## src/rtl/adc_frame_packer.sv

```systemverilog
// ---------------------------------------------------------------------------
// adc_frame_packer
//
// Drains the ADC output sample FIFO and emits framed packets on a valid/ready
// stream toward the host readout path. A frame is:
//   header  : {8'hA5, 8'h00, seq[15:0]}
//   samples : 1..FRAME_LEN raw 32-bit FIFO words, in FIFO order
//   trailer : {8'h5A, cnt[7:0], csum[15:0]}   (m_last high with this word)
// csum is the 16-bit wrapping sum of both halves of every sample in the frame.
//
// Ports
//   clk          system clock
//   rst          synchronous reset, active low
//   enable       allows a new frame to start (only looked at in IDLE)
//   flush        one-cycle pulse; closes the frame once the FIFO runs dry
//   fifo_empty   ADC output FIFO empty flag
//   fifo_rd_en   ADC output FIFO read strobe (one-cycle pulse)
//   fifo_rd_data ADC output FIFO read data
//   m_data       stream data
//   m_valid      stream valid
//   m_ready      stream ready
//   m_last       marks the trailer word
//   busy         high whenever a frame is in progress
//   seq          sequence number of the next frame to start
//
// Every output is a flop. The FSM is split into a state/output register
// process and a combinational process that computes the next value of every
// register.
// ---------------------------------------------------------------------------
module adc_frame_packer #(
  parameter int unsigned FRAME_LEN = 64,
  parameter int unsigned SEQ_WIDTH = 16
) (
  input  logic                 clk,
  input  logic                 rst,
  input  logic                 enable,
  input  logic                 flush,
  input  logic                 fifo_empty,
  output logic                 fifo_rd_en,
  input  logic [31:0]          fifo_rd_data,
  output logic [31:0]          m_data,
  output logic                 m_valid,
  input  logic                 m_ready,
  output logic                 m_last,
  output logic                 busy,
  output logic [SEQ_WIDTH-1:0] seq
);

  // The trailer count field is 8 bits and the header carries exactly 16 bits
  // of sequence number, so other settings cannot be represented on the wire.
  if (FRAME_LEN < 1 || FRAME_LEN > 255) begin : g_bad_frame_len
    $error("adc_frame_packer: FRAME_LEN must be within 1..255");
  end
  if (SEQ_WIDTH != 16) begin : g_bad_seq_width
    $error("adc_frame_packer: SEQ_WIDTH must be 16");
  end

  localparam logic [7:0] FRAME_LEN_C = 8'(FRAME_LEN);
  localparam logic [7:0] HDR_TAG     = 8'hA5;
  localparam logic [7:0] TRL_TAG     = 8'h5A;

  typedef enum logic [2:0] {
    S_IDLE,
    S_HEADER,
    S_REQ,
    S_WAIT,
    S_SEND,
    S_TRAILER
  } state_t;

  // Registered state
  state_t                 state_q;
  logic [7:0]             cnt_q;
  logic [15:0]            csum_q;
  logic                   flush_pend_q;

  // Next-state values
  state_t                 state_d;
  logic [7:0]             cnt_d;
  logic [15:0]            csum_d;
  logic                   flush_pend_d;
  logic                   fifo_rd_en_d;
  logic [31:0]            m_data_d;
  logic                   m_valid_d;
  logic                   m_last_d;
  logic                   busy_d;
  logic [SEQ_WIDTH-1:0]   seq_d;

  // The frame may close either because it is full, or because a flush is
  // pending and nothing is left in the FIFO to drain.
  logic                   frame_full;
  logic                   frame_close;

  assign frame_full  = (cnt_q == FRAME_LEN_C);
  assign frame_close = frame_full || (flush_pend_q && fifo_empty);

  // -------------------------------------------------------------------------
  // Next-state / next-output logic
  // -------------------------------------------------------------------------
  always_comb begin
    // NOTE: every signal written here gets a default first, so no path through
    // the case leaves one unassigned and no latch is inferred.
    state_d      = state_q;
    cnt_d        = cnt_q;
    csum_d       = csum_q;
    fifo_rd_en_d = 1'b0;
    m_data_d     = m_data;
    m_valid_d    = m_valid;
    m_last_d     = m_last;
    seq_d        = seq;
    // A flush seen in any busy state is remembered until the trailer goes out;
    // one seen while idle has no frame to act on and is dropped.
    flush_pend_d = flush_pend_q || (flush && (state_q != S_IDLE));

    unique case (state_q)
      S_IDLE: begin
        if (enable && !fifo_empty) begin
          m_data_d  = {HDR_TAG, 8'h00, seq[15:0]};
          m_valid_d = 1'b1;
          state_d   = S_HEADER;
        end
      end

      S_HEADER: begin
        if (m_ready) begin
          m_valid_d = 1'b0;
          cnt_d     = 8'd0;
          csum_d    = 16'd0;
          state_d   = S_REQ;
        end
      end

      S_REQ: begin
        if (frame_close) begin
          m_data_d  = {TRL_TAG, cnt_q, csum_q};
          m_valid_d = 1'b1;
          m_last_d  = 1'b1;
          state_d   = S_TRAILER;
        end else if (!fifo_empty) begin
          // Only one read is ever in flight: the next strobe cannot be issued
          // until this sample has been handed downstream.
          fifo_rd_en_d = 1'b1;
          state_d      = S_WAIT;
        end
      end

      S_WAIT: begin
        // The read strobe issued from REQ is high during this cycle, and the
        // word it selects is presented on fifo_rd_data here.
        m_data_d  = fifo_rd_data;
        m_valid_d = 1'b1;
        state_d   = S_SEND;
      end

      S_SEND: begin
        if (m_ready) begin
          m_valid_d = 1'b0;
          cnt_d     = cnt_q + 8'd1;
          csum_d    = csum_q + m_data[31:16] + m_data[15:0];
          state_d   = S_REQ;
        end
      end

      S_TRAILER: begin
        if (m_ready) begin
          m_valid_d    = 1'b0;
          m_last_d     = 1'b0;
          seq_d        = seq + SEQ_WIDTH'(1);
          // Clearing wins over a flush landing in this same cycle, so a stale
          // request never leaks into the next frame.
          flush_pend_d = 1'b0;
          state_d      = S_IDLE;
        end
      end

      default: begin
        state_d = S_IDLE;
      end
    endcase

    busy_d = (state_d != S_IDLE);
  end

  // -------------------------------------------------------------------------
  // State and output registers
  // -------------------------------------------------------------------------
  always_ff @(posedge clk) begin
    // NOTE: non-blocking assignments only, so every flop samples the values
    // from before this edge regardless of statement order.
    if (!rst) begin
      state_q      <= S_IDLE;
      cnt_q        <= 8'd0;
      csum_q       <= 16'd0;
      flush_pend_q <= 1'b0;
      fifo_rd_en   <= 1'b0;
      m_data       <= 32'd0;
      m_valid      <= 1'b0;
      m_last       <= 1'b0;
      busy         <= 1'b0;
      seq          <= '0;
    end else begin
      state_q      <= state_d;
      cnt_q        <= cnt_d;
      csum_q       <= csum_d;
      flush_pend_q <= flush_pend_d;
      fifo_rd_en   <= fifo_rd_en_d;
      m_data       <= m_data_d;
      m_valid      <= m_valid_d;
      m_last       <= m_last_d;
      busy         <= busy_d;
      seq          <= seq_d;
    end
  end

endmodule

```

## config.mk

```make
export PLATFORM = sky130hd
export DESIGN_NAME = adc_frame_packer
export DESIGN_NICKNAME = d
export VERILOG_FILES = /design/src/rtl/adc_frame_packer.sv
export SDC_FILE = /design/constraint.sdc
export NUM_CORES = 1
export LEC_CHECK = 0
export CAP_MARGIN = 20
export CORE_UTILIZATION = 41
export CTS_CLUSTER_DIAMETER = 200
export CTS_CLUSTER_SIZE = 30
export DETAILED_ROUTE_END_ITERATION = 8
export PLACE_DENSITY_LB_ADDON = 0.1
export SETUP_SLACK_MARGIN = 0.1
export SLEW_MARGIN = 10
export SYNTH_ARGS = -nofsm -noshare
export SYNTH_HDL_FRONTEND = slang
export SYNTH_SLANG_ARGS = --single-unit
```

## constraint.sdc

```tcl
create_clock -name clk -period 3.1 [get_ports clk]
set_input_delay 0.62 -clock clk [delete_from_list [all_inputs] [get_ports clk]]
set_output_delay 0.62 -clock clk [all_outputs]
set_load 0.05 [all_outputs]
```

* After elaboration in Yosys (flattened, before gate mapping) *
Index checks and enable logic that the tools add are counted.

storage, ports and cells
  bits in registers = 80
  input port bits = 38
  output and inout port bits = 52
  word-level logic and storage cells = 72

operators by class
  add/sub/neg operators = 4
  equal/unequal tests = 12
  mux-type cells = 23
  bitwise operators = 2
  reduce and logical (&&, ||, !) cells = 21

operator list
  kind                   number
  $pmux 32 s3            1
  $mux 32                2
  $add 16x16->16         2
  $mux 16                2
  $pmux 16 s2            1
  $add 16x1->16 const B  1
  $mux 8                 2
  $pmux 8 s2             1
  $mux 3                 5
  $pmux 3 s5             1
  $ne 2x2->1 const B     5
  $reduce_and 3->1       3
  $reduce_bool 3->1      3
  $add 8x1->8 const B    1
  $eq 8x7->1 const B     1
  $eq 3x2->1 const B     2
  $eq 3x3->1 const B     2
  $mux 1                 6
  $reduce_or 3->1        2
  $pmux 1 s4             1
  $reduce_and 4->1       1
  $reduce_bool 2->1      2
  $reduce_bool 4->1      1
  $eq 3x1->1 const B     1
  9 further kinds        13

* Depth between registers and ports, before layout *
Gate-level depths: netlist of run 1.

  word-level depth = 5
  mapped depth = 10
  mapped depth without buffers = 9

* Worst setup path before layout of run 1 *
No wires, ideal clock.

  path type = reg-to-reg
  from = register m_data[17]
  to = register csum_q[11]
  library setup time = 0.117 ns
  data arrival time = 2.917 ns
  data required time = 2.983 ns
  slack = 0.066 ns
  stages on the path, launching flop included = 10
  buffers on the path = 0
  period minus slack after synthesis = 3.034 ns
  cell sequence = dfxtp_1 fa_1 ha_1 fa_1 a21oi_1 nor2b_1 a311o_1 a31oi_1 xor2_1 o21ai_1

between the ends
  longest elaborated chain between the ends = 4

RTL lines
  what                         line  RTL
  start: declaration           41    output logic [31:0] m_data,
  start signal: assignment     207   m_data <= m_data_d;
  $add 16x16->16 (2 in a row)  159   csum_d = csum_q + m_data[31:16] + m_data[15:0];
  $mux 16                      156   if (m_ready) begin
  $pmux 16 s2                  115   unique case (state_q)
  end signal: assignment       204   csum_q <= csum_d;
  end: declaration             74    logic [15:0] csum_q;

Every way passes these cells. The select of a mux whose other input is x is not followed.
A chain may end at the register's enable or synchronous reset.

* Worst setup path after layout of run 1 *
  from = register m_data[1]
  to = register csum_q[11]

between the ends
  longest elaborated chain between the ends = 3

RTL lines
  what            line
  $add 16x16->16  159
  $mux 16         156
  $pmux 16 s2     115

Every way passes these cells. The select of a mux whose other input is x is not followed.

==> results of run 1 <==
synthesized netlist by cell type (all sizes together), types with 15 or more instances:
library cell,number
dfxtp,80
mux2i,16
xnor2,16
ha,17
clkbuf,15
nand2,88
a21oi,16
nand3,22
o211ai,24
nor2,21
o21ai,22
a21boi,40
fa,16
buf,15
per-stage QoR:
stage / total power, W / instance area [sq um] / util
finish: 0.00238 / 5940 / 0.541
global route: 0.00246 / 5940 / 0.541
CTS: 0.00239 / 5940 / 0.541
detailed placement: 0.00141 / 5670 / 0.516
global placement: 0.00141 / 5670 / 0.516
floorplan: 0.00128 / 4670 / -
power by group through the flow:
stage          Clock [W]  Combinational [W]  Sequential (W)
2_1_floorplan          0           0.000158         0.00113
3_3_place_gp           0           0.000317         0.00109
3_5_place_dp           0           0.000320         0.00109
4_1_cts          0.00101           0.000321         0.00107
5_1_grt          0.00105           0.000346         0.00107
6_report        0.000989           0.000321         0.00107
kinds of logic (layout without fill, tap and decap cells):
logic type | Yosys count | after routing | share of synthesized area
buffers and inverters | 36 | 121 | 0.0370
DFF | 80 | 80 | 0.343
xor gates and xnor gates | 30 | 30 | 0.0563
muxes | 22 | 22 | 0.0488
AOI/OAI and AO/OA | 128 | 128 | 0.189
adders and majority gates | 33 | 33 | 0.114
and+or+nand+nor | 196 | 196 | 0.212
state kept, by name (all words and copies together), names as in the netlist:
| signal | cells |
|---|---|
| busy | 1 |
| cnt_q | 8 |
| csum_q | 16 |
| fifo_rd_en | 1 |
| flush_pend_q | 1 |
| m_data | 32 |
| m_last | 1 |
| m_valid | 1 |
| seq | 16 |
| state_q | 3 |
routing by layer:
| metal | vias up | global-route usage | share of wire |
|---|---|---|---|
| met1 | 1948 | 0.334 | 0.51 |
| met3 | 17 | 0.0400 | 0.031 |
| met5 | - | 0 | 0 |
| met4 | 0 | 0.0676 | 0.015 |
| met2 | 86 | 0.351 | 0.45 |
| li1 | 2025 | - | - |
tightest hold or removal path: stages (launching register included):
cell and delay, ps:
dfxtp_2 330, nand2_1 50, a21boi_1 50
layout make-up:
class | count | area [sq um]
well taps | 140 | 175
clock buffers | 9 | 225
repair buffers | 99 | 961
multi-input cells | 409 | 2910
inverters | 6 | 22.5
fillers | 1016 | 5040
clock inverters | 7 | 47.5
flip-flops and latches | 80 | 1610
path summary, 6_finish.rpt:
path / from / end / slack, ps / cells past startpoint
setup / recovery: m_data[1] / csum_q[11] / 300 / 9
hold / removal: m_data[1] / m_data[1] / 480 / 2
setup reg to reg: m_data[1] / csum_q[11] / 300 / 9
hold reg to reg: m_data[1] / m_data[1] / 480 / 2
cell usage in the layout, fill, tap and decap left out, types with 16 or more instances in the layout:
master	count
clkdlybuf4s50_1	88
nand2_1	87
dfxtp_1	77
a21boi_1	30
o211ai_1	24
nand3_1	22
o21ai_0	20
nor2_1	19
ha_1	17
xnor2_1	16
a21oi_1	16
mux2i_1	16
fa_1	16
what timing repair did:
action	CTS	global route
setup buffers	0	0
endpoints found under the setup margin	0	3
gates resized for setup	0	1
endpoints found under the hold margin	0	0
==> impl_metrics.csv, run 1 <==
group,metric,value,unit
status,status,"complete, no violations",
cts,cts_buffers,9,
logic_synthesis,synth_area,0.00467,sq mm
sta,setup_slack,304,ps
grt,grt_max_degree,39,
logic_synthesis,synth_area_leader_cell,"dfxtp_1",
power_and_ir_drop,p_comb_frac,0.135,
floorplanning,core,0.0110,sq mm
logic_synthesis,synth_cell_types,55,
cts,clk_path_buf_depth,2,
routing,dr_total_vias,4076,
routing,drc_errors,0,
cts,h-tree-depth,3,
routing,drt_first_pass_iters,4,
sta,setup_viol,0,
routing,via_per_inst,5.43,
sta,period_share,0.902,
cts,clk_latency,340,ps
sta,finClkSkew,6.77,ps
worst_setup_path,worstPathRequired,3330,ps
logic_synthesis,synthesis.nets,596,
power_and_ir_drop,leakage,2.21,nW
worst_setup_path,crit_chain,"fa_1, ha_1, fa_1, a21oi_1, nor2b_1, a311o_1, a31oi_2, xor2_1, o21ai_1",
floorplanning,fp.dieW,109,um
cts,cts_tree,"yes",
floorplanning,initial_utilization,0.425,
logic_synthesis,yosysTopAreaCellShare,0.343,
power_and_ir_drop,clockPowerShare,0.416,
worst_setup_path,cp-end-kind,"flop",
logic_synthesis,syn_avg_cell_area,8.89,sq um
logic_synthesis,synth-seq-cells,80,
layout,area_delta_synth_final,27.4,%
logic_synthesis,ys.flop_type,"dfxtp_1",
placement,place_congestion,0.859,
sta,whs,477,ps
layout,drive_gt1_frac,0.0770,
worst_setup_path,slowest_delay,470,ps
power_and_ir_drop,power_density,400,mW/mm^2
layout,stdcell_count,750,
sta,worst_slew_pin_slew,662,ps
placement,dp_hpwl,9550,um
worst_setup_path,critPathKind,"reg2reg",
logic_synthesis,synth_area_leaders,"dfxtp_1, nand2_1, fa_1",
grt,grt_pass1_vias,3906,
worst_setup_path,critical_path.most_common_cell,"fa_1",
sta,setup_tns,0,ps
grt,grt_pass1_wl,20700,um
cts,cts_hold_buffers,0,
grt,track_usage,0.231,
power_and_ir_drop,ir_drop,0.283,mV
logic_synthesis,synthCells,525,
worst_setup_path,worst_setup_path_start_kind,"flop",
layout,n_antenna_cell,0,
routing,wl_per_cell,17.2,um
worst_setup_path,crit_buf_inv,0,
worst_hold_path,hold_path.class,"reg2reg",
power_and_ir_drop,swShare,0.277,
logic_synthesis,synth-edff-count,0,
sta,fmax,358,MHz
routing,drt.antenna.violating_nets,0,
placement,place_ws,215,ps
floorplanning,ios,90,
layout,fin_nets,676,
floorplanning,rows,38,
routing,drt-total-wl,12900,um
grt,grt-ovfl-total,0,
sta,post-route-min-period,2800,ps
sta,relSlewSlack,0.556,
cts,clock-sinks,80,
floorplanning,die_h,109,um
logic_synthesis,ys_seq_area_frac,0.343,
cts,cts_root_buffer,"clkbuf_16",
power_and_ir_drop,switchingPower,0.000658,W
routing,drtIter0Drc,212,
placement,placement.io_buffers,89,
job,maxCapViolations,0,
logic_synthesis,synthArstFlopShare,0,
placement,dpl.cell_count,734,
power_and_ir_drop,p_seq_frac,0.448,
sta,hold_viol_final,0,
grt,antenna_found_initial,0,
sta,slew_violations,0,
worst_setup_path,crit_fanout,5,
power_and_ir_drop,p_int,0.00172,W
cts,clk_pin_slew,60,ps
worst_setup_path,cp_top_family,"adder cells",
worst_setup_path,worstPathArrival,3030,ps
floorplanning,die_area,0.0118,sq mm
logic_synthesis,yosysWarnings,0,
worst_setup_path,crit_slowest_cell,"fa_1",
sta,rsz0062_at_grt,"no",
(Power assumes the default switching activity.)
==> run 2, diff against run 1 <==
--- a/config.mk
+++ b/config.mk
@@ -6,10 +6,11 @@
 export NUM_CORES = 1
 export LEC_CHECK = 0
 export CAP_MARGIN = 20
-export CORE_UTILIZATION = 41
+export CORE_UTILIZATION = 45
 export CTS_CLUSTER_DIAMETER = 200
 export CTS_CLUSTER_SIZE = 30
 export DETAILED_ROUTE_END_ITERATION = 8
+export HOLD_SLACK_MARGIN = 0.02
 export PLACE_DENSITY_LB_ADDON = 0.1
 export SETUP_SLACK_MARGIN = 0.1
 export SLEW_MARGIN = 10
==> run 2 against run 1 <==
  * Final cell count is 0.67% lower
  * Die area is 8.7% lower
  * Sequential cell count stayed put
  * Largest power group unchanged
  * Highest routed layer unchanged
==> impl_metrics.csv, run 2 (synthesis gave the netlist of run 1 again) <==
group,metric,value,unit
status,status,"complete, no violations",
cts,cts_hold_buffers,0,
layout,fin_nets,678,
worst_setup_path,worst_setup_path_start_kind,"flop",
cts,cts_buffers,9,
power_and_ir_drop,p_comb_frac,0.155,
power_and_ir_drop,p_int,0.00149,W
placement,place_ws,228,ps
layout,drive_gt1_frac,0.0784,
sta,setup_slack,282,ps
worst_setup_path,cp-end-kind,"flop",
cts,cts_root_buffer,"clkbuf_8",
worst_setup_path,worstPathArrival,3060,ps
sta,slew_violations,0,
power_and_ir_drop,leakage,2.17,nW
routing,drt.antenna.violating_nets,0,
layout,regMostFlops,"m_data",
worst_setup_path,reg2reg_depth,9,
layout,multi_input_area,0.00291,sq mm
power_and_ir_drop,p_seq_frac,0.506,
floorplanning,ios,90,
routing,drt_first_pass_iters,4,
placement,dp_hpwl,9460,um
worst_setup_path,crit_fanout,5,
grt,grt_max_degree,35,
layout,register_area,0.00161,sq mm
power_and_ir_drop,clockPowerShare,0.339,
grt,track_usage,0.241,
routing,wl_per_cell,17.0,um
layout,final_cell_mix,"clkdlybuf4s50_1, nand2_1, dfxtp_1, a21boi_1, o211ai_1",
routing,via_per_inst,5.54,
cts,clk_latency,350,ps
routing,drc_errors,0,
power_and_ir_drop,swShare,0.293,
worst_setup_path,crit_end,"csum_q[11]",
grt,grt_pass1_wl,20700,um
cts,clk_pin_slew,90,ps
power_and_ir_drop,switchingPower,0.000615,W
layout,mostFrequentLayoutCell,"clkdlybuf4s50_1",
sta,period_share,0.909,
worst_setup_path,critPathLaunch,"m_data[1]",
layout,fill_cells,882,
worst_setup_path,timing.rr.end,"csum_q[11]",
worst_setup_path,worst-r2r-setup-slack,280,ps
floorplanning,core,0.00991,sq mm
routing,drtIter0Drc,162,
cts,h-tree-depth,3,
grt,antenna_found_initial,0,
sta,hold_viol_final,0,
cts,cts_resized,0,
job,maxCapViolations,0,
layout,area_delta_synth_final,25.5,%
cts,cts_setup_buffers,0,
worst_setup_path,critPathKind,"reg2reg",
grt,grt_pass1_vias,3924,
sta,post-route-min-period,2820,ps
floorplanning,rows,36,
worst_hold_path,hold_path.class,"reg2reg",
power_and_ir_drop,ir_drop,0.231,mV
layout,n_antenna_cell,0,
sta,finClkSkew,11.6,ps
floorplanning,die_h,104,um
placement,placement.io_buffers,89,
worst_setup_path,r2r-start,"m_data[1]",
floorplanning,die_area,0.0108,sq mm
cts,clock-sinks,80,
grt,grt-ovfl-total,0,
sta,rsz0062_at_grt,"no",
power_and_ir_drop,power_density,359,mW/mm^2
sta,setup_tns,0,ps
sta,setup_viol,0,
sta,whs,480,ps
floorplanning,fp.dieW,104,um
sta,worst_slew_pin_slew,635,ps
cts,clk_path_buf_depth,2,
layout,largest_reg_flops,32,
routing,dr_total_vias,4126,
sta,fmax,355,MHz
routing,drt-total-wl,12700,um
sta,relSlewSlack,0.574,
worst_setup_path,worstPathRequired,3340,ps
floorplanning,initial_utilization,0.471,
placement,place_congestion,0.865,
cts,cts_tree,"yes",
layout,reg_top3,"m_data: 32 flops, csum_q: 16 flops, seq: 16 flops",
## run 2: cell types whose count changed in the layout (fill, tap and decap cells not counted)
cell and change:
clkdlybuf4s50_1 +1, clkinv_4 -1, buf_2 -1, clkbuf_16 -9, buf_4 +2, inv_6 -1, clkinv_2 +1, clkbuf_8 +10
## run 2: worst min path at each step
stage,endpoint,from,depth (start not counted)
after floorplan,flush_pend_q,flush_pend_q,2
after global placement,m_last,m_last,2
after detailed placement,m_last,m_last,2
after CTS,m_data[1],m_data[1],2
after global routing,m_data[17],m_data[17],2
final,m_data[1],m_data[1],2
## run 2: area by class of cell
cell class,count,area share
multi-input cells,409,0.497
flip-flops and latches,80,0.274
repair buffers,101,0.168
well taps,133,0.0284
clock buffers,10,0.0235
clock inverters,6,0.00598
inverters,6,0.00385
## run 2: per-layer routing
layer	vias up	GRT usage	wire, um
li1	2024	-	-
met1	1970	0.353	6320
met2	122	0.372	5720
met3	10	0.0352	525
met4	0	0.0582	112
met5	-	0	0
## run 2: through the flow
step / cells / power (W) / utilization / cell area, sq um
after floorplan: 525 / 0.00128 / - / 4670
after global placement: 729 / 0.00141 / 0.573 / 5680
after detailed placement: 729 / 0.00141 / 0.573 / 5680
after CTS: 745 / 0.00211 / 0.590 / 5850
after global routing: 745 / 0.00218 / 0.591 / 5860
final: 745 / 0.00210 / 0.591 / 5860
## run 2: worst max-delay path, cell delays in order (launching register included)
cell and delay [ps]:
dfxtp_2 340, fa_1 470, ha_1 260, fa_1 400
a21oi_1 180, nor2b_1 80, a311o_1 410, a31oi_2 310
xor2_1 180, o21ai_1 70
## run 2: power by group through the flow
stage | sequential (W) | combinational, W | clock, W
2_1_floorplan | 0.00113 | 0.000158 | 0
3_3_place_gp | 0.00109 | 0.000322 | 0
3_5_place_dp | 0.00109 | 0.000324 | 0
4_1_cts | 0.00106 | 0.000326 | 0.000717
5_1_grt | 0.00107 | 0.000351 | 0.000763
6_report | 0.00106 | 0.000326 | 0.000711
==> run 3, diff against run 2 <==
--- a/config.mk
+++ b/config.mk
@@ -6,6 +6,7 @@
 export NUM_CORES = 1
 export LEC_CHECK = 0
 export CAP_MARGIN = 20
+export CORE_ASPECT_RATIO = 1.4
 export CORE_UTILIZATION = 45
 export CTS_CLUSTER_DIAMETER = 200
 export CTS_CLUSTER_SIZE = 30
==> run 3 against run 2 <==
  * First-iteration DRC count grew 7.4%
  * Via count fell by 1.2%
  * Global-route usage grew 0.82 points
  * Wire length up 1.2%
  * Clock power grew 49%
  * Sequential share of layout area is 0.51 points lower
  * Power increased by 17%
  * Design area increased by 1.9%
  * Die area about the same
  * Combinational power is 3% lower
  * Hold slack got worse by 12 ps
  * Largest power group unchanged
  * Highest routed layer unchanged
==> impl_metrics.csv, run 3 (synthesis gave the netlist of run 1 again) <==
group,metric,value,unit
routing,drt-total-wl,12800,um
sta,worst_slew_pin_slew,661,ps
cts,cts_buffers,9,
worst_setup_path,reg2reg_depth,9,
floorplanning,fp.dieW,88.1,um
grt,grt.busiest_layer,"met2",
worst_setup_path,crit_cells,9,
placement,place_ws,185,ps
layout,largest_reg_flops,32,
sta,relSlewSlack,0.557,
layout,regMostFlops,"m_data",
grt,track_usage,0.249,
layout,mostFrequentLayoutCell,"clkdlybuf4s50_1",
floorplanning,core,0.0100,sq mm
floorplanning,die_h,122,um
placement,placement.io_buffers,89,
worst_setup_path,worstPathRequired,3330,ps
routing,drc_errors,0,
job,maxCapViolations,0,
cts,h-tree-depth,3,
power_and_ir_drop,finalPower,0.00245,W
routing,wl_per_cell,17.2,um
floorplanning,die_area,0.0108,sq mm
routing,drt_first_pass_iters,4,
placement,place_congestion,0.890,
layout,register_area,0.00161,sq mm
worst_setup_path,crit_slowest_cell,"fa_1",
sta,post-route-min-period,2820,ps
grt,use_met1,0.277,
power_and_ir_drop,leakage,2.22,nW
layout,fin_nets,676,
routing,via_per_inst,5.48,
grt,grt_util_met2,0.450,
floorplanning,rows,43,
cts,cts_hold_buffers,0,
cts,clk_path_buf_depth,2,
layout,fill_cells,924,
layout,multi_input_area,0.00291,sq mm
sta,rsz0062_at_grt,"no",
worst_setup_path,cp-end-kind,"flop",
grt,antenna_found_initial,0,
worst_hold_path,whs_path_depth,2,
cts,clock-sinks,80,
worst_setup_path,critPathKind,"reg2reg",
floorplanning,ios,90,
worst_setup_path,worst_setup_path_start_kind,"flop",
routing,dr_total_vias,4078,
sta,setup_viol,0,
routing,drtIter0Drc,174,
power_and_ir_drop,ir_drop,0.256,mV
layout,area_delta_synth_final,27.8,%
grt,grt_pass1_vias,4085,
worst_setup_path,cp_top_family,"adder cells",
grt,grt-ovfl-total,0,
grt,grt_max_degree,45,
cts,cts_root_buffer,"clkbuf_16",
cts,cts_resized,0,
cts,clk_pin_slew,60,ps
sta,setup_slack,278,ps
placement,dp_hpwl,9710,um
sta,slew_violations,0,
sta,hold_viol_final,0,
sta,fmax,354,MHz
cts,clk_latency,340,ps
cts,cts_setup_buffers,0,
sta,finClkSkew,5.77,ps
routing,drt.antenna.violating_nets,0,
layout,n_antenna_cell,0,
floorplanning,initial_utilization,0.466,
sta,setup_tns,0,ps
worst_setup_path,slowest_delay,480,ps
layout,drive_gt1_frac,0.0739,
cts,cts_tree,"yes",
status,status,"complete, no violations",
placement,dpl.cell_count,729,
layout,final_cell_mix,"clkdlybuf4s50_1, nand2_1, dfxtp_1, a21boi_1, o211ai_1",
sta,period_share,0.910,
worst_setup_path,crit_buf_inv,0,
layout,reg_top3,"m_data: 32 flops, csum_q: 16 flops, seq: 16 flops",
power_and_ir_drop,power_density,411,mW/mm^2
grt,met3_usage,0.0444,
worst_setup_path,crit_fanout,5,
grt,grt_pass1_wl,20200,um
worst_hold_path,hold_path.class,"reg2reg",
worst_setup_path,crit_chain,"fa_1, ha_1, fa_1, a21oi_1, nor2b_1, a311o_1, a31oi_2, xor2_1, o21ai_1",
worst_setup_path,critical_path.most_common_cell,"fa_1",
worst_setup_path,worstPathArrival,3050,ps
layout,stdcell_count,744,
-- run 3: cell count changes in the layout (fill, tap and decap cells not counted), sizes merged --
cell      before  now
clkinvlp       2    1
buf           12   10
inv            6    7
bufinv         0    1
clkinv         4    2
-- run 3: where the power goes --
group	leakage (nW)	switching [W]	internal (W)
sequential	0.647	0.0000237	0.00104
combinational	1.43	0.000185	0.000132
clock	0.145	0.000424	0.000641
-- run 3: layer usage --
metal / part of all wire / vias to the layer above / wire length [um]
met3: 0.039 / 26 / 503
li1: - / 2022 / -
met4: 0.036 / 0 / 462
met2: 0.52 / 101 / 6630
met1: 0.41 / 1929 / 5230
met5: 0 / - / 0
-- run 3: worst min-delay path, delay by kind of cell, from the launching register on --
kind	cells	cell delay [ps]
DFF	1	310
AOI/OAI and AO/OA	1	60
and+or+nand+nor	1	50
-- run 3: final timing paths --
kind                endpoint  slack (ps)  startpoint
setup / recovery  csum_q[11]         280   m_data[1]
hold / removal        m_last         470      m_last
setup reg to reg  csum_q[11]         280   m_data[1]
hold reg to reg       m_last         470      m_last
-- run 3: stage by stage --
stage | instance area (sq um) | hold slack, ps | util
floorplan | 4670 | 452 | -
global placement | 5660 | 459 | 0.566
detailed placement | 5660 | 462 | 0.566
CTS | 5960 | 471 | 0.596
global route | 5970 | 504 | 0.596
finish | 5970 | 467 | 0.596
-- run 3: layout make-up --
| class | instances | share of cell area |
|---|---|---|
| inverter | 6 | 0.00378 |
| tap | 135 | 0.0283 |
| timing repair buffer | 99 | 0.162 |
| clock buffer | 10 | 0.0401 |
| sequential | 80 | 0.269 |
| clock inverter | 5 | 0.00944 |
| multi-input combinational | 409 | 0.487 |
